==> src/rtl/alu_pkg.sv <==
// Shared op codes, FSM state encoding and op-select width for the sequential ALU.
package alu_pkg;

    localparam int SEL_W = 4;

    localparam logic [SEL_W-1:0] OP_AND  = 4'b0000;
    localparam logic [SEL_W-1:0] OP_OR   = 4'b0001;
    localparam logic [SEL_W-1:0] OP_ADD  = 4'b0010;
    localparam logic [SEL_W-1:0] OP_XOR  = 4'b0011;
    localparam logic [SEL_W-1:0] OP_SUB  = 4'b0100;
    localparam logic [SEL_W-1:0] OP_MUL  = 4'b0101;
    localparam logic [SEL_W-1:0] OP_SLTU = 4'b0110;
    localparam logic [SEL_W-1:0] OP_SLT  = 4'b0111;
    localparam logic [SEL_W-1:0] OP_DIVU = 4'b1000;

    typedef enum logic [1:0] {
        ST_IDLE,
        ST_MUL,
        ST_DIV
    } state_t;

    function automatic logic is_iterative(input logic [SEL_W-1:0] op);
        return (op == OP_MUL) || (op == OP_DIVU);
    endfunction

endpackage

==> src/rtl/seq_alu_if.sv <==
// Issue/result bundle between the control unit and the sequential ALU.
interface seq_alu_if #(
    parameter int WIDTH = 32,
    parameter int SEL   = alu_pkg::SEL_W
);
    logic             start;
    logic [SEL-1:0]   sel;
    logic [WIDTH-1:0] inp1;
    logic [WIDTH-1:0] inp2;
    logic [WIDTH-1:0] result;
    logic [WIDTH-1:0] result_hi;
    logic             zero_flag;
    logic             busy;
    logic             done;

    modport master (
        output start, sel, inp1, inp2,
        input  result, result_hi, zero_flag, busy, done
    );

    modport slave (
        input  start, sel, inp1, inp2,
        output result, result_hi, zero_flag, busy, done
    );
endinterface

==> src/rtl/seq_muldiv_core.sv <==
// Iterative shift-add multiplier / restoring divider sharing one 2*WIDTH accumulator.
module seq_muldiv_core #(
    parameter int WIDTH = 32
) (
    input  logic             clk,
    input  logic             rst_n,
    input  logic             go,
    input  logic             is_div,
    input  logic [WIDTH-1:0] op_a,
    input  logic [WIDTH-1:0] op_b,
    output logic             fin,
    output logic [WIDTH-1:0] res_lo,
    output logic [WIDTH-1:0] res_hi
);

    localparam int CNT_W = $clog2(WIDTH + 1);

    logic [2*WIDTH-1:0] acc_q, acc_src, acc_nxt;
    logic [WIDTH-1:0]   opnd_q, opnd_src;
    logic               div_q, div_src, run_q;
    logic [CNT_W-1:0]   cnt_q;

    // Multiply: {hi, multiplier}; add multiplicand into hi when the LSB is set, then shift right.
    function automatic logic [2*WIDTH-1:0] mul_step(input logic [2*WIDTH-1:0] acc,
                                                    input logic [WIDTH-1:0]   mcand);
        logic [WIDTH:0] sum;
        sum = {1'b0, acc[2*WIDTH-1:WIDTH]} + (acc[0] ? {1'b0, mcand} : {(WIDTH+1){1'b0}});
        return {sum, acc[WIDTH-1:1]};
    endfunction

    // Divide: {remainder, dividend/quotient}; shift left one bit and subtract when it fits.
    function automatic logic [2*WIDTH-1:0] div_step(input logic [2*WIDTH-1:0] acc,
                                                    input logic [WIDTH-1:0]   dvsr);
        logic [WIDTH:0]   part;
        logic [WIDTH-1:0] diff;
        part = {acc[2*WIDTH-1:WIDTH], acc[WIDTH-1]};
        diff = part[WIDTH-1:0] - dvsr;
        if (part >= {1'b0, dvsr})
            return {diff, acc[WIDTH-2:0], 1'b1};
        else
            return {part[WIDTH-1:0], acc[WIDTH-2:0], 1'b0};
    endfunction

    // The issue edge already performs the first iteration, so the op spans exactly WIDTH edges.
    always_comb begin
        acc_src  = go ? {{WIDTH{1'b0}}, (is_div ? op_a : op_b)} : acc_q;
        opnd_src = go ? (is_div ? op_b : op_a) : opnd_q;
        div_src  = go ? is_div : div_q;
        acc_nxt  = div_src ? div_step(acc_src, opnd_src) : mul_step(acc_src, opnd_src);
    end

    // cnt_q holds the iterations still to run after the current edge.
    always_ff @(posedge clk or negedge rst_n) begin
        if (!rst_n) begin
            acc_q  <= '0;
            opnd_q <= '0;
            div_q  <= 1'b0;
            run_q  <= 1'b0;
            cnt_q  <= '0;
        end else if (go) begin
            acc_q  <= acc_nxt;
            opnd_q <= opnd_src;
            div_q  <= is_div;
            run_q  <= 1'b1;
            cnt_q  <= CNT_W'(WIDTH - 1);
        end else if (run_q) begin
            acc_q <= acc_nxt;
            cnt_q <= cnt_q - 1'b1;
            if (cnt_q == CNT_W'(1))
                run_q <= 1'b0;
        end
    end

    assign fin    = run_q && (cnt_q == CNT_W'(1));
    assign res_lo = acc_nxt[WIDTH-1:0];
    assign res_hi = acc_nxt[2*WIDTH-1:WIDTH];

endmodule

==> src/rtl/seq_alu.sv <==
// Multicycle ALU: registered single-cycle ops plus iterative MUL/DIVU behind a start/done handshake.
module seq_alu
    import alu_pkg::*;
#(
    parameter int WIDTH = 32,
    parameter int SEL   = SEL_W
) (
    input  logic     clk,
    input  logic     rst_n,
    seq_alu_if.slave bus
);

    state_t           state;
    logic [SEL-1:0]   op;
    logic             go, is_div, fin;
    logic [WIDTH-1:0] core_lo, core_hi;
    logic [WIDTH-1:0] single_res;
    logic [WIDTH-1:0] result_q, result_hi_q;
    logic             zero_q, busy_q, done_q;

    function automatic logic [WIDTH-1:0] alu_single(input logic [SEL_W-1:0] code,
                                                    input logic [WIDTH-1:0] a,
                                                    input logic [WIDTH-1:0] b);
        logic signed [WIDTH-1:0] sa, sb;
        sa = a;
        sb = b;
        case (code)
            OP_AND:  return a & b;
            OP_OR:   return a | b;
            OP_ADD:  return a + b;
            OP_XOR:  return a ^ b;
            OP_SUB:  return a - b;
            OP_SLTU: return {{(WIDTH-1){1'b0}}, (a < b)};
            OP_SLT:  return {{(WIDTH-1){1'b0}}, (sa < sb)};
            default: return '0;
        endcase
    endfunction

    assign op         = bus.sel;
    assign is_div     = (op == OP_DIVU);
    assign go         = bus.start && (state == ST_IDLE) && is_iterative(op);
    assign single_res = alu_single(op, bus.inp1, bus.inp2);

    seq_muldiv_core #(.WIDTH(WIDTH)) u_core (
        .clk    (clk),
        .rst_n  (rst_n),
        .go     (go),
        .is_div (is_div),
        .op_a   (bus.inp1),
        .op_b   (bus.inp2),
        .fin    (fin),
        .res_lo (core_lo),
        .res_hi (core_hi)
    );

    // Outputs only move on a done edge; starts are ignored outside IDLE.
    always_ff @(posedge clk or negedge rst_n) begin
        if (!rst_n) begin
            state       <= ST_IDLE;
            result_q    <= '0;
            result_hi_q <= '0;
            zero_q      <= 1'b1;
            busy_q      <= 1'b0;
            done_q      <= 1'b0;
        end else begin
            done_q <= 1'b0;
            case (state)
                ST_IDLE: begin
                    if (bus.start) begin
                        if (op == OP_MUL) begin
                            state  <= ST_MUL;
                            busy_q <= 1'b1;
                        end else if (op == OP_DIVU) begin
                            state  <= ST_DIV;
                            busy_q <= 1'b1;
                        end else begin
                            result_q    <= single_res;
                            result_hi_q <= '0;
                            zero_q      <= (single_res == '0);
                            done_q      <= 1'b1;
                        end
                    end
                end
                ST_MUL, ST_DIV: begin
                    if (fin) begin
                        result_q    <= core_lo;
                        result_hi_q <= core_hi;
                        zero_q      <= (core_lo == '0);
                        done_q      <= 1'b1;
                        busy_q      <= 1'b0;
                        state       <= ST_IDLE;
                    end
                end
                default: state <= ST_IDLE;
            endcase
        end
    end

    assign bus.result    = result_q;
    assign bus.result_hi = result_hi_q;
    assign bus.zero_flag = zero_q;
    assign bus.busy      = busy_q;
    assign bus.done      = done_q;

endmodule

==> src/flat_wrapper.sv <==
// flat-port wrapper written by rule: the top's interface ports become plain ports
module seq_alu_flat import alu_pkg::*;
#(
    parameter int WIDTH = 32,
    parameter int SEL   = SEL_W
)
  (clk, rst_n, bus_start, bus_sel, bus_inp1, bus_inp2, bus_result, bus_result_hi, bus_zero_flag, bus_busy, bus_done);
  seq_alu_if #(.WIDTH(WIDTH), .SEL(SEL)) bus_i ();
  input  logic clk;
  input  logic rst_n;
  input wire logic [$bits(bus_i.start)-1:0] bus_start;
  input wire logic [$bits(bus_i.sel)-1:0] bus_sel;
  input wire logic [$bits(bus_i.inp1)-1:0] bus_inp1;
  input wire logic [$bits(bus_i.inp2)-1:0] bus_inp2;
  output wire logic [$bits(bus_i.result)-1:0] bus_result;
  output wire logic [$bits(bus_i.result_hi)-1:0] bus_result_hi;
  output wire logic [$bits(bus_i.zero_flag)-1:0] bus_zero_flag;
  output wire logic [$bits(bus_i.busy)-1:0] bus_busy;
  output wire logic [$bits(bus_i.done)-1:0] bus_done;
  assign bus_i.start = bus_start;
  assign bus_i.sel = bus_sel;
  assign bus_i.inp1 = bus_inp1;
  assign bus_i.inp2 = bus_inp2;
  assign bus_result = bus_i.result;
  assign bus_result_hi = bus_i.result_hi;
  assign bus_zero_flag = bus_i.zero_flag;
  assign bus_busy = bus_i.busy;
  assign bus_done = bus_i.done;
  seq_alu #(.WIDTH(WIDTH), .SEL(SEL)) u_core (.clk(clk), .rst_n(rst_n), .bus(bus_i));
endmodule
==> config.mk <==
export PLATFORM = sky130hd
export DESIGN_NAME = seq_alu_flat
export DESIGN_NICKNAME = d
export VERILOG_FILES = /design/src/rtl/alu_pkg.sv /design/src/rtl/seq_alu_if.sv /design/src/rtl/seq_muldiv_core.sv /design/src/rtl/seq_alu.sv /design/src/flat_wrapper.sv
export SDC_FILE = /design/constraint.sdc
export NUM_CORES = 1
export LEC_CHECK = 0
export CAP_MARGIN = 10
export CORE_MARGIN = 1
export CORE_UTILIZATION = 42
export DETAILED_ROUTE_END_ITERATION = 8
export PLACE_DENSITY = 0.64
export SETUP_SLACK_MARGIN = 0.2
export SYNTH_ARGS = -nofsm -noshare
export SYNTH_HDL_FRONTEND = slang
export SYNTH_SLANG_ARGS = --single-unit
==> constraint.sdc <==
create_clock -name clk -period 7.72 [get_ports clk]
set_input_delay 0.772 -clock clk [delete_from_list [all_inputs] [get_ports clk]]
set_output_delay 0.772 -clock clk [all_outputs]
set_load 0.03 [all_outputs]
# After elaboration in Yosys (flattened, before gate mapping)
# Index checks and enable logic that the tools add are counted.
# word_totals
ram_bits	0
reg_bits	173
wordCells	98
output_inout_bits	67
in_bits	71
latchBits	0
mem_count	0
romBits	0
# op_classes
n_addsub	5
n_reduce_logical	14
muxes	46
div_mod_pow	0
n_bitwise	3
shifts	0
multipliers	0
eq_ne	16
order_cmp	3
# ops
op	count
$mux W32	12
$mux W64	5
$pmux W32 S7	1
$pmux W32 S2	2
$logic_not A32 Y1	2
$lt A32 B32 Y1	2
$sub A32 B32 Y32	2
$add A32 B32 Y33	1
$ge A33 B32 Y1	1
$add A32 B32 Y32	1
$and A32 B32 Y32	1
$or A32 B32 Y32	1
$xor A32 B32 Y32	1
$eq A4 B3 Y1 const B	4
$mux W1	16
$mux W6	2
$eq A4 B2 Y1 const B	2
$mux W2	4
$ne A2 B2 Y1 const B	4
$eq A6 B1 Y1 const B	1
$pmux W1 S2	3
$sub A6 B1 Y6 const B	1
$reduce_and A5 Y1	1
$eq A4 B1 Y1 const B	1
other kinds (13)	16

# Logic depth before layout (Yosys ltp)
# Gate-level depths: netlist of the first run.
# depth
depth_word	10
depth_mapped	25
depth_no_buf	21

# Cells and area by module
# From an unflattened synthesis of the first run, not the netlist that was laid out.
# hier_totals
hier_cells	2499
hier_area_um2	18776.8
# by_module_without_submodules
mod	cells_each	seq_area_each_um2	instances	area_per_inst_um2
seq_muldiv_core	1295	2602.5	1	10092.2
seq_alu	1204	1727.9	1	8684.6

# Worst setup path after synthesis of the first run
# Ideal clock, no wire load.
# synth_path
path_kind	input to register
startpoint	input port bus_sel[1]
endpoint	register u_core.u_core.acc_q[38]
path_buffers	7
t_arrival_ps	6167
path_slack_ps	1428
cell_stages	23
t_required_ps	7595
cell_sequence	buf_4 > clkbuf_1 > nor4b_1 > clkbuf_1 > clkbuf_1 > clkbuf_1 > buf_1 > nand2_1 > o211ai_1 > o21ai_0 > ha_1 > a21o_1 > a31oi_1 > a21oi_1 > and4_1 > a211oi_1 > o21bai_1 > a221oi_1 > buf_2 > nor2_1 > a211oi_1 > a21oi_1 > mux2_2
# synth_via
elab_chain_cells	9
elab_cells_between_ends	18
cone_classes	add/sub (2); order compare (1); eq/ne (2); mux (10); reduce/logical (3)
# synth_lines
element	line	rtl
start: declaration	flat_wrapper.sv:12	input wire logic [$bits(bus_i.sel)-1:0] bus_sel;
$eq A4 B3 Y1 / $eq A4 B4 Y1 (equally long branches)	alu_pkg.sv:23, seq_alu.sv:40	
$logic_or A1 B1 Y1	alu_pkg.sv:23	return (op == OP_MUL) || (op == OP_DIVU);
$logic_and A1 B1 Y1	seq_alu.sv:41	assign go = bus.start && (state == ST_IDLE) && is_iterative(op);
$mux W32 / $mux W64 (equally long branches)	seq_muldiv_core.sv:47, seq_muldiv_core.sv:46	
$mux W32, or another cell as far along	seq_muldiv_core.sv:27	sum = {1'b0, acc[2*WIDTH-1:WIDTH]} + (acc[0] ? {1'b0, mcand} : {(WIDTH+1){1'b0}});
$add A32 B32 Y33 / $mux W64 (equally long branches)	seq_muldiv_core.sv:27, seq_muldiv_core.sv:38	
$mux W64	seq_muldiv_core.sv:49	acc_nxt = div_src ? div_step(acc_src, opnd_src) : mul_step(acc_src, opnd_src);
$mux W64	seq_muldiv_core.sv:66	end else if (run_q) begin
$mux W64	seq_muldiv_core.sv:60	end else if (go) begin
end signal: assignment	seq_muldiv_core.sv:61	acc_q <= acc_nxt;
end signal: assignment	seq_muldiv_core.sv:67	acc_q <= acc_nxt;
end: declaration	seq_muldiv_core.sv:18	logic [2*WIDTH-1:0] acc_q, acc_src, acc_nxt;
# Parallel ways exist; a longest one is shown, timed or not. The select of a mux whose other input is x is not followed.
# A chain may end at the register's enable or synchronous reset.

# Worst setup path in the final report of the first run
# layout_path
startpoint	input port bus_sel[3]
endpoint	register u_core.u_core.acc_q[48]
# The elaborated chain is that of the path after synthesis.

==> summary.md, run 1 <==
| Metric | Value |
|---|---|
| Worst reg2reg path startpoint | `u_core.state[0]$_DFFE_PN0P_` |
| Root Driver | `clkbuf_16` |
| Synthesized instance count | `2,538` |
| Cell count of the worst reg-to-reg path | `20` |
| Period utilisation layout | `82.7%` |
| Post-synth top flop | `dfrtp_1` |
| Total grt overflow | `0` |
| Largest net degree at the start of global routing | `115` |
| Max_slew headroom | `20.2%` |
| Static Leak | `9.14 nW` |
| GRT Util Overall | `between 30% and 40%` |
| Worst Tran Pin Value | `1.20 ns` |
| Max VDD drop | `between 0.3 and 0.4 mV` |
| CTS tree | `built` |
| Post-synth EDFFs | `0` |
| Drt pass-1 iters | `6` |
| Post-CTS Setup Bufs | `0` |
| Max FO, Critical Path | `39` |
| First-pass GRT wire length | `111 mm` |
| CP top delay family | `compound AO/OA/AOI/OAI gates` |
| Post-CTS Resized | `0` |
| Finish-stage setup viols | `0` |
| DRC | `0` |
| Initial antenna violation count | `2` |
| Critical path data arrival time | `between 6 and 7 ns` |
| Final wirelength | `72.6 mm` |
| H-Tree Depth | `4` |
| CTS Buffer Depth | `2` |
| Required time worst endpoint | `8.09 ns` |
| Die area | `45,000 um2` |
| Worst Skew | `approximately 0.017 ns` |
| CP Buf/Inv Count | `3` |
| Post-route minimum period | `roughly 6.4 ns` |
| Final hold violation count | `0` |
| Outcome | `complete, no violations` |
| Dpl ws | `0.993 ns` |
| Switching share of total power | `52.6%` |
| Die Height | `212 um` |
| Cell Area, Synth | `18,500 um2` |
| Via Count | `19.5k` |
| Vias in the first global route | `18.4k` |
| Share of cells above drive strength 1 | `between 5 and 6%` |
| Synth top area share | `~23%` |
| Top cells by area, synth | `dfrtp_1, ha_1, a21oi_1, o21ai_0, nand2_1` |
| Initial core utilization | `a little over two fifths` |
| Worst path max stage delay | `between 0.8 and 0.9 ns` |
| Maximum clock frequency | `0.157 GHz` |
| Worst skew pair latency | `just under 0.5 ns` |
| Slowest-stage cell, CP | `clkdlybuf4s50_1` |
| Ports | `138` |
| Netlist cell types | `99` |
| Nets@finish | `2,802` |
| Max Slew Vio Count | `0` |
| Most common cell in the netlist | `nand2_1` |
| Critical path class | `in2reg` |
| Setup slack after layout | `~1.3 ns` |
| Synth area leader | `dfrtp_1` |
| Worst min-delay path class | `in2async` |
| Avg Cell Area, Syn | `between 7 and 8 um2` |
| IO Port Bufs | `137` |
| Area delta synth->final | `12.9%` |
| Reg power frac | `17.2%` |
| CORE AREA | `43,300 um2` |
| RSZ-0062 raised after global routing | `false` |
| NetSw | `4.72 mW` |
| Top cells by count, synth | `nand2_1, nor2_1, a21oi_1` |
| Row count | `76` |
| Warnings, synthesis | `0` |
| Crit-path cells | `clkdlybuf4s50_1 -> nor3b_1 -> buf_4 -> o21a_2 -> o211ai_1 -> o21ai_0 -> ha_1 -> inv_1 -> fa_1 -> nor3b_1 -> mux2i_1 -> mux2i_1 -> and2_1 -> a21boi_0 -> o21ai_0 -> xnor2_1 -> nor2_1 -> a211oi_1 -> a21oi_1 -> mux2_2` |
| Clock network power share | `10.8%` |
| Hold Buf Count CTS | `0` |
| Async set-or-reset flop fraction in the synthesized netlist | `100%` |
| CTS clock-pin slew for the worst setup and hold paths | `0.07 ns` |
| HPWL Detailed | `55.1 mm` |
| Clock Sinks | `173` |
| Remaining antenna violation count | `0` |
| CP Capture Type | `flip-flop` |
| 1st-iter DRT viols | `1,849` |
| Combinational share of power | `72.1%` |
| Post-DR wirelength/cell | `22.9 um` |
| Power Dens Cells | `429 nW/um2` |
| Vias/cell | `between 6 and 7` |
| Num CTS Buffers | `17` |
| Sequential cell area fraction in the yosys report | `23.4%` |
| #FFs+latches synth | `173` |
| Max_cap viols | `0` |
| CP Launch Type | `primary input` |
| Reg-to-reg endpoint | `u_core.u_core.acc_q[48]$_DFFE_PN0P_` |
| GP Congestion | `0.988` |
| Setup TNS | `0 ns` |
| Mapped Nets | `2,774` |
| Chip Width | `212 um` |
| R2R setup slack | `1.82 ns` |
| Cell internal pwr | `approximately 4.3 mW` |
-- power groups by stage --
stage	Sequential [mW]	Combinational [mW]	Clock, mW
3_5_place_dp	1.56	6.33	0
3_3_place_gp	1.54	6.30	0
6_report	1.54	6.47	0.965
5_1_grt	1.59	7.08	1.01
2_1_floorplan	1.71	4.39	0
4_1_cts	1.54	6.38	0.983
-- area by class of cell --
class	count	area (um2)
inverters	163	612
well taps	585	732
clock buffers	20	457
repair buffers	170	1640
multi-input cells	2041	13000
clock inverters	12	169
diodes	2	5.00
fillers	4365	22300
flip-flops and latches	173	4330
-- worst register-to-register path: stages (launching register included) --
cell and delay [ns]:
dfrtp_1 0.39, inv_1 0.08, ha_1 0.23, and3b_1 0.37
o21a_2 0.79, o211ai_1 0.27, o21ai_0 0.28, ha_1 0.28
inv_1 0.06, fa_1 0.46, nor3b_1 0.18, mux2i_1 0.22
mux2i_1 0.14, and2_1 0.25, a21boi_0 0.65, o21ai_0 0.23
xnor2_1 0.18, nor2_1 0.06, a211oi_1 0.27, a21oi_1 0.10
mux2_2 0.31
-- flip-flops by register name (all words and copies together), names as in the netlist --
name and count:
u_core.u_core.acc_q 64, u_core.bus.result 32, u_core.bus.result_hi 32, u_core.u_core.opnd_q 32, u_core.u_core.cnt_q 6, u_core.state 2
u_core.bus.busy 1, u_core.bus.done 1, u_core.bus.zero_flag 1, u_core.u_core.div_q 1, u_core.u_core.run_q 1
-- routing by layer --
layer,wire [um],vias to the layer above,GRT usage (%)
li1,-,9174,-
met1,32300,9399,45.2
met2,32100,836,49.9
met3,6080,109,6.45
met4,2050,0,10.9
met5,0,-,0
-- cells in the final DEF (no fill, tap or decap), drive strengths merged, types with 21 or more instances in the layout --
master	count
nor3	32
o21bai	21
mux2	21
nand4	34
nor2b	21
mux2i	36
nand3	42
and2	40
nand2	275
clkbuf	21
a21o	58
nand2b	23
xnor2	39
o211ai	74
o31ai	24
dfrtp	172
o21ai	259
ha	162
clkdlybuf4s50	136
a31oi	28
buf	33
a211oi	30
inv	169
a21oi	264
nor2	269
xor2	30
-- through the flow --
stage / util [%] / total power [mW] / hold WS [ns] / cells / cell area, um2
final: 48.4 / 8.98 / 0.392 / 3166 / 20900
after global routing: 48.4 / 9.68 / 0.465 / 3164 / 20900
after CTS: 48.4 / 8.90 / 0.449 / 3164 / 20900
after detailed placement: 46.9 / 7.89 / 0.462 / 3132 / 20300
after global placement: 46.9 / 7.85 / 0.455 / 3132 / 20300
after floorplan: - / 6.10 / 0.439 / 2538 / 18500
-- kinds of logic after synthesis --
| logic type | count (synthesis) | synth area share, % |
|---|---|---|
| flops | 173 | 23.4 |
| compound gates | 929 | 31.5 |
| mux | 57 | 3.22 |
| xor+xnor | 69 | 3.26 |
| buf+inv | 324 | 6.93 |
| simple gates | 821 | 20.5 |
| fa+ha+maj | 165 | 11.3 |
-- how the worst max path moves through the flow --
stage,slack (ns),start,depth (start not counted),to
after detailed placement,0.99,bus_sel[3],20,u_core.u_core.acc_q[56]$_DFFE_PN0P_
final,1.34,bus_sel[3],20,u_core.u_core.acc_q[48]$_DFFE_PN0P_
after global placement,1.05,bus_sel[3],20,u_core.u_core.acc_q[56]$_DFFE_PN0P_
after global routing,0.90,bus_sel[3],20,u_core.u_core.acc_q[48]$_DFFE_PN0P_
after CTS,1.48,bus_sel[3],20,u_core.u_core.acc_q[56]$_DFFE_PN0P_
after floorplan,1.43,bus_sel[1],23,u_core.u_core.acc_q[38]$_DFFE_PN0P_
No activity file was read; power rests on OpenSTA's default activity.
==> run 2: changes to the inputs <==
--- a/config.mk
+++ b/config.mk
@@ -9,7 +9,7 @@
 export CORE_MARGIN = 1
 export CORE_UTILIZATION = 42
 export DETAILED_ROUTE_END_ITERATION = 8
-export PLACE_DENSITY = 0.64
+export PLACE_DENSITY = 0.67
 export SETUP_SLACK_MARGIN = 0.2
 export SYNTH_ARGS = -nofsm -noshare
 export SYNTH_HDL_FRONTEND = slang
==> constraint.sdc (replaced) <==
create_clock -name clk -period 5.4 [get_ports clk]
set_input_delay 0.54 -clock clk [delete_from_list [all_inputs] [get_ports clk]]
set_output_delay 0.54 -clock clk [all_outputs]
set_load 0.03 [all_outputs]
==> summary.md, run 2 (synthesis results as in run 1) <==
| Metric | Value |
|---|---|
| Critical path class | `in2reg` |
| Cell internal pwr | `7.22 mW` |
| Switching share of total power | `49.6%` |
| CTS Buffer Depth | `2` |
| CP Buf/Inv Count | `1` |
| Initial core utilization | `42.9%` |
| 1st-iter DRT viols | `1,906` |
| Post-route cell area | `23,300 um2` |
| Worst min-delay path class | `in2async` |
| Share of cells above drive strength 1 | `15.6%` |
| Hold Buf Count CTS | `0` |
| Final wirelength | `75.1 mm` |
| Post-DR wirelength/cell | `21.7 um` |
| Final hold violation count | `0` |
| Reg power frac | `15.5%` |
| Worst Skew | `about 0.010 ns` |
| GP Congestion | `0.997` |
| Total grt overflow | `0` |
| Static Leak | `10.6 nW` |
| Worst reg2reg path startpoint | `u_core.state[0]$_DFFE_PN0P_` |
| Max_slew headroom | `31.4%` |
| Fillers | `4,182` |
| GRT Util Overall | `33.3%` |
| Most common cell after layout, fill and taps aside | `buf_4` |
| CP Capture Type | `flip-flop` |
| Max VDD drop | `0.374 mV` |
| Post-CTS Resized | `0` |
| Clock Sinks | `about 170` |
| Pwr Total | `14.3 mW` |
| Max Slew Vio Count | `0` |
| Most frequent cells in the layout | `buf_4, nand2_1, nor2_1` |
| HPWL Detailed | `approximately 60 mm` |
| Post-route minimum period | `slightly above 5 ns` |
| CORE AREA | `43,300 um2` |
| # diodes | `0` |
| Outcome | `complete, no violations` |
| Drt pass-1 iters | `5` |
| Crit-path cells | `clkdlybuf4s50_1 -> ha_1 -> fa_1 -> a21o_1 -> a221o_1 -> a21o_1 -> a21oi_1 -> mux2i_1 -> o21ai_1 -> or4_4 -> or4_1 -> or4_1 -> or4_1 -> o31ai_2` |
| Remaining antenna violation count | `0` |
| Worst path max stage delay | `0.58 ns` |
| Worst Setup SP | `bus_inp2[0]` |
| Ports | `138` |
| Reg-to-reg endpoint | `u_core.u_core.acc_q[40]$_DFFE_PN0P_` |
| CP top delay family | `simple AND/OR/NAND/NOR gates` |
| Maximum clock frequency | `approximately 0.20 GHz` |
| DRC | `0` |
| Biggest register | `u_core.u_core.acc_q` |
| Vias in the first global route | `19.5k` |
| Period utilisation layout | `93.7%` |
| Slowest-stage cell, CP | `or4_4` |
| Vias/cell | `5.92` |
| CTS clock-pin slew for the worst setup and hold paths | `0.07 ns` |
| Worst skew pair latency | `0.47 ns` |
| Initial antenna violation count | `1` |
| Chip Width | `around 210 um` |
| RSZ-0062 raised after global routing | `false` |
| H-Tree Depth | `4` |
| Via Count | `around 21k` |
| Row count | `76` |
| CP Launch Type | `primary input` |
| Num CTS Buffers | `17` |
| Required time worst endpoint | `5.79 ns` |
| Placed instance area | `22,700 um2` |
| Nets@finish | `between 3k and 4k` |
| Critical path data arrival time | `5.45 ns` |
| NetSw | `7.09 mW` |
| Combinational share of power | `around 76%` |
| Die Height | `212 um` |
| Finish-stage setup viols | `0` |
| Area delta synth->final | `25.6%` |
| R2R setup slack | `between 0.6 and 0.7 ns` |
| Worst path most repeated cell | `or4_1` |
| Number of flip-flops under the largest register name | `64` |
| CTS tree | `built` |
| Max FO, Critical Path | `4` |
| IO Port Bufs | `approximately 140` |
| Root Driver | `clkbuf_16` |
| Worst Tran Pin Value | `around 1.0 ns` |
| Max_cap viols | `0` |
| First-pass GRT wire length | `114 mm` |
| Die area | `45,000 um2` |
| Power Dens Cells | `around 600 nW/um2` |
| Cell count of the worst reg-to-reg path | `21` |
| Largest net degree at the start of global routing | `a little over 90` |
| Post-CTS Setup Bufs | `0` |
| Clock network power share | `8.6%` |
run 2: area by class of cell:
type | instances | area (um2) | area share, %
multi-input combinational | 2041 | 13100 | 56.0
clock buffer | 18 | 439 | 1.89
clock inverter | 14 | 133 | 0.569
tap | 585 | 732 | 3.14
timing repair buffer | 470 | 3990 | 17.1
inverter | 163 | 612 | 2.63
sequential | 173 | 4330 | 18.6
run 2: per-layer routing:
metal	vias to the layer above	part of all wire [%]	GRT usage [%]
met3	131	7.9	5.51
met4	2	3.1	11.6
met2	852	44	51.7
li1	9749	-	-
met5	-	0.011	0
met1	9790	45	46.5
run 2: how the worst max path moves through the flow:
stage	endpoint	cells past startpoint
after floorplan	u_core.u_core.acc_q[38]$_DFFE_PN0P_	23
after global placement	u_core.bus.zero_flag$_DFFE_PN1P_	14
after detailed placement	u_core.bus.zero_flag$_DFFE_PN1P_	14
after CTS	u_core.bus.zero_flag$_DFFE_PN1P_	14
after global routing	u_core.bus.result_hi[28]$_DFFE_PN0P_	24
final	u_core.bus.zero_flag$_DFFE_PN1P_	14
run 2: power groups by stage:
stage	Clock [mW]	Sequential, mW	Combinational, mW
5_1_grt	1.30	2.27	11.9
3_5_place_dp	0	2.23	10.6
3_3_place_gp	0	2.20	10.4
2_1_floorplan	0	2.45	6.29
4_1_cts	1.25	2.21	10.7
6_report	1.24	2.22	10.8
run 2: stage by stage:
step	hold slack [ns]	setup WS, ns	std cells	utilization, %	setup TNS, ns
after CTS	0.134	0.292	3464	53.7	0
after global placement	0.455	-0.131	3432	52.4	-0.151
final	0.117	0.338	3464	53.8	0
after detailed placement	0.459	-0.175	3432	52.4	-2.22
after global routing	0.172	0.205	3464	53.8	0
after floorplan	0.244	0.201	2538	-	0
run 2: worst register-to-register path: stages, from the launching register on:
cell	delay (ns)
dfrtp_1	0.39
inv_1	0.08
ha_1	0.25
and3b_1	0.24
o21a_4	0.24
buf_4	0.29
o211ai_1	0.22
o21ai_1	0.26
ha_2	0.32
nand2_1	0.09
nor2_1	0.13
nand3_1	0.13
or3_1	0.40
nand4b_1	0.18
o31ai_1	0.23
buf_4	0.17
a221oi_4	0.05
buf_12	0.19
buf_4	0.18
a211oi_1	0.26
a21oi_1	0.09
mux2_2	0.29
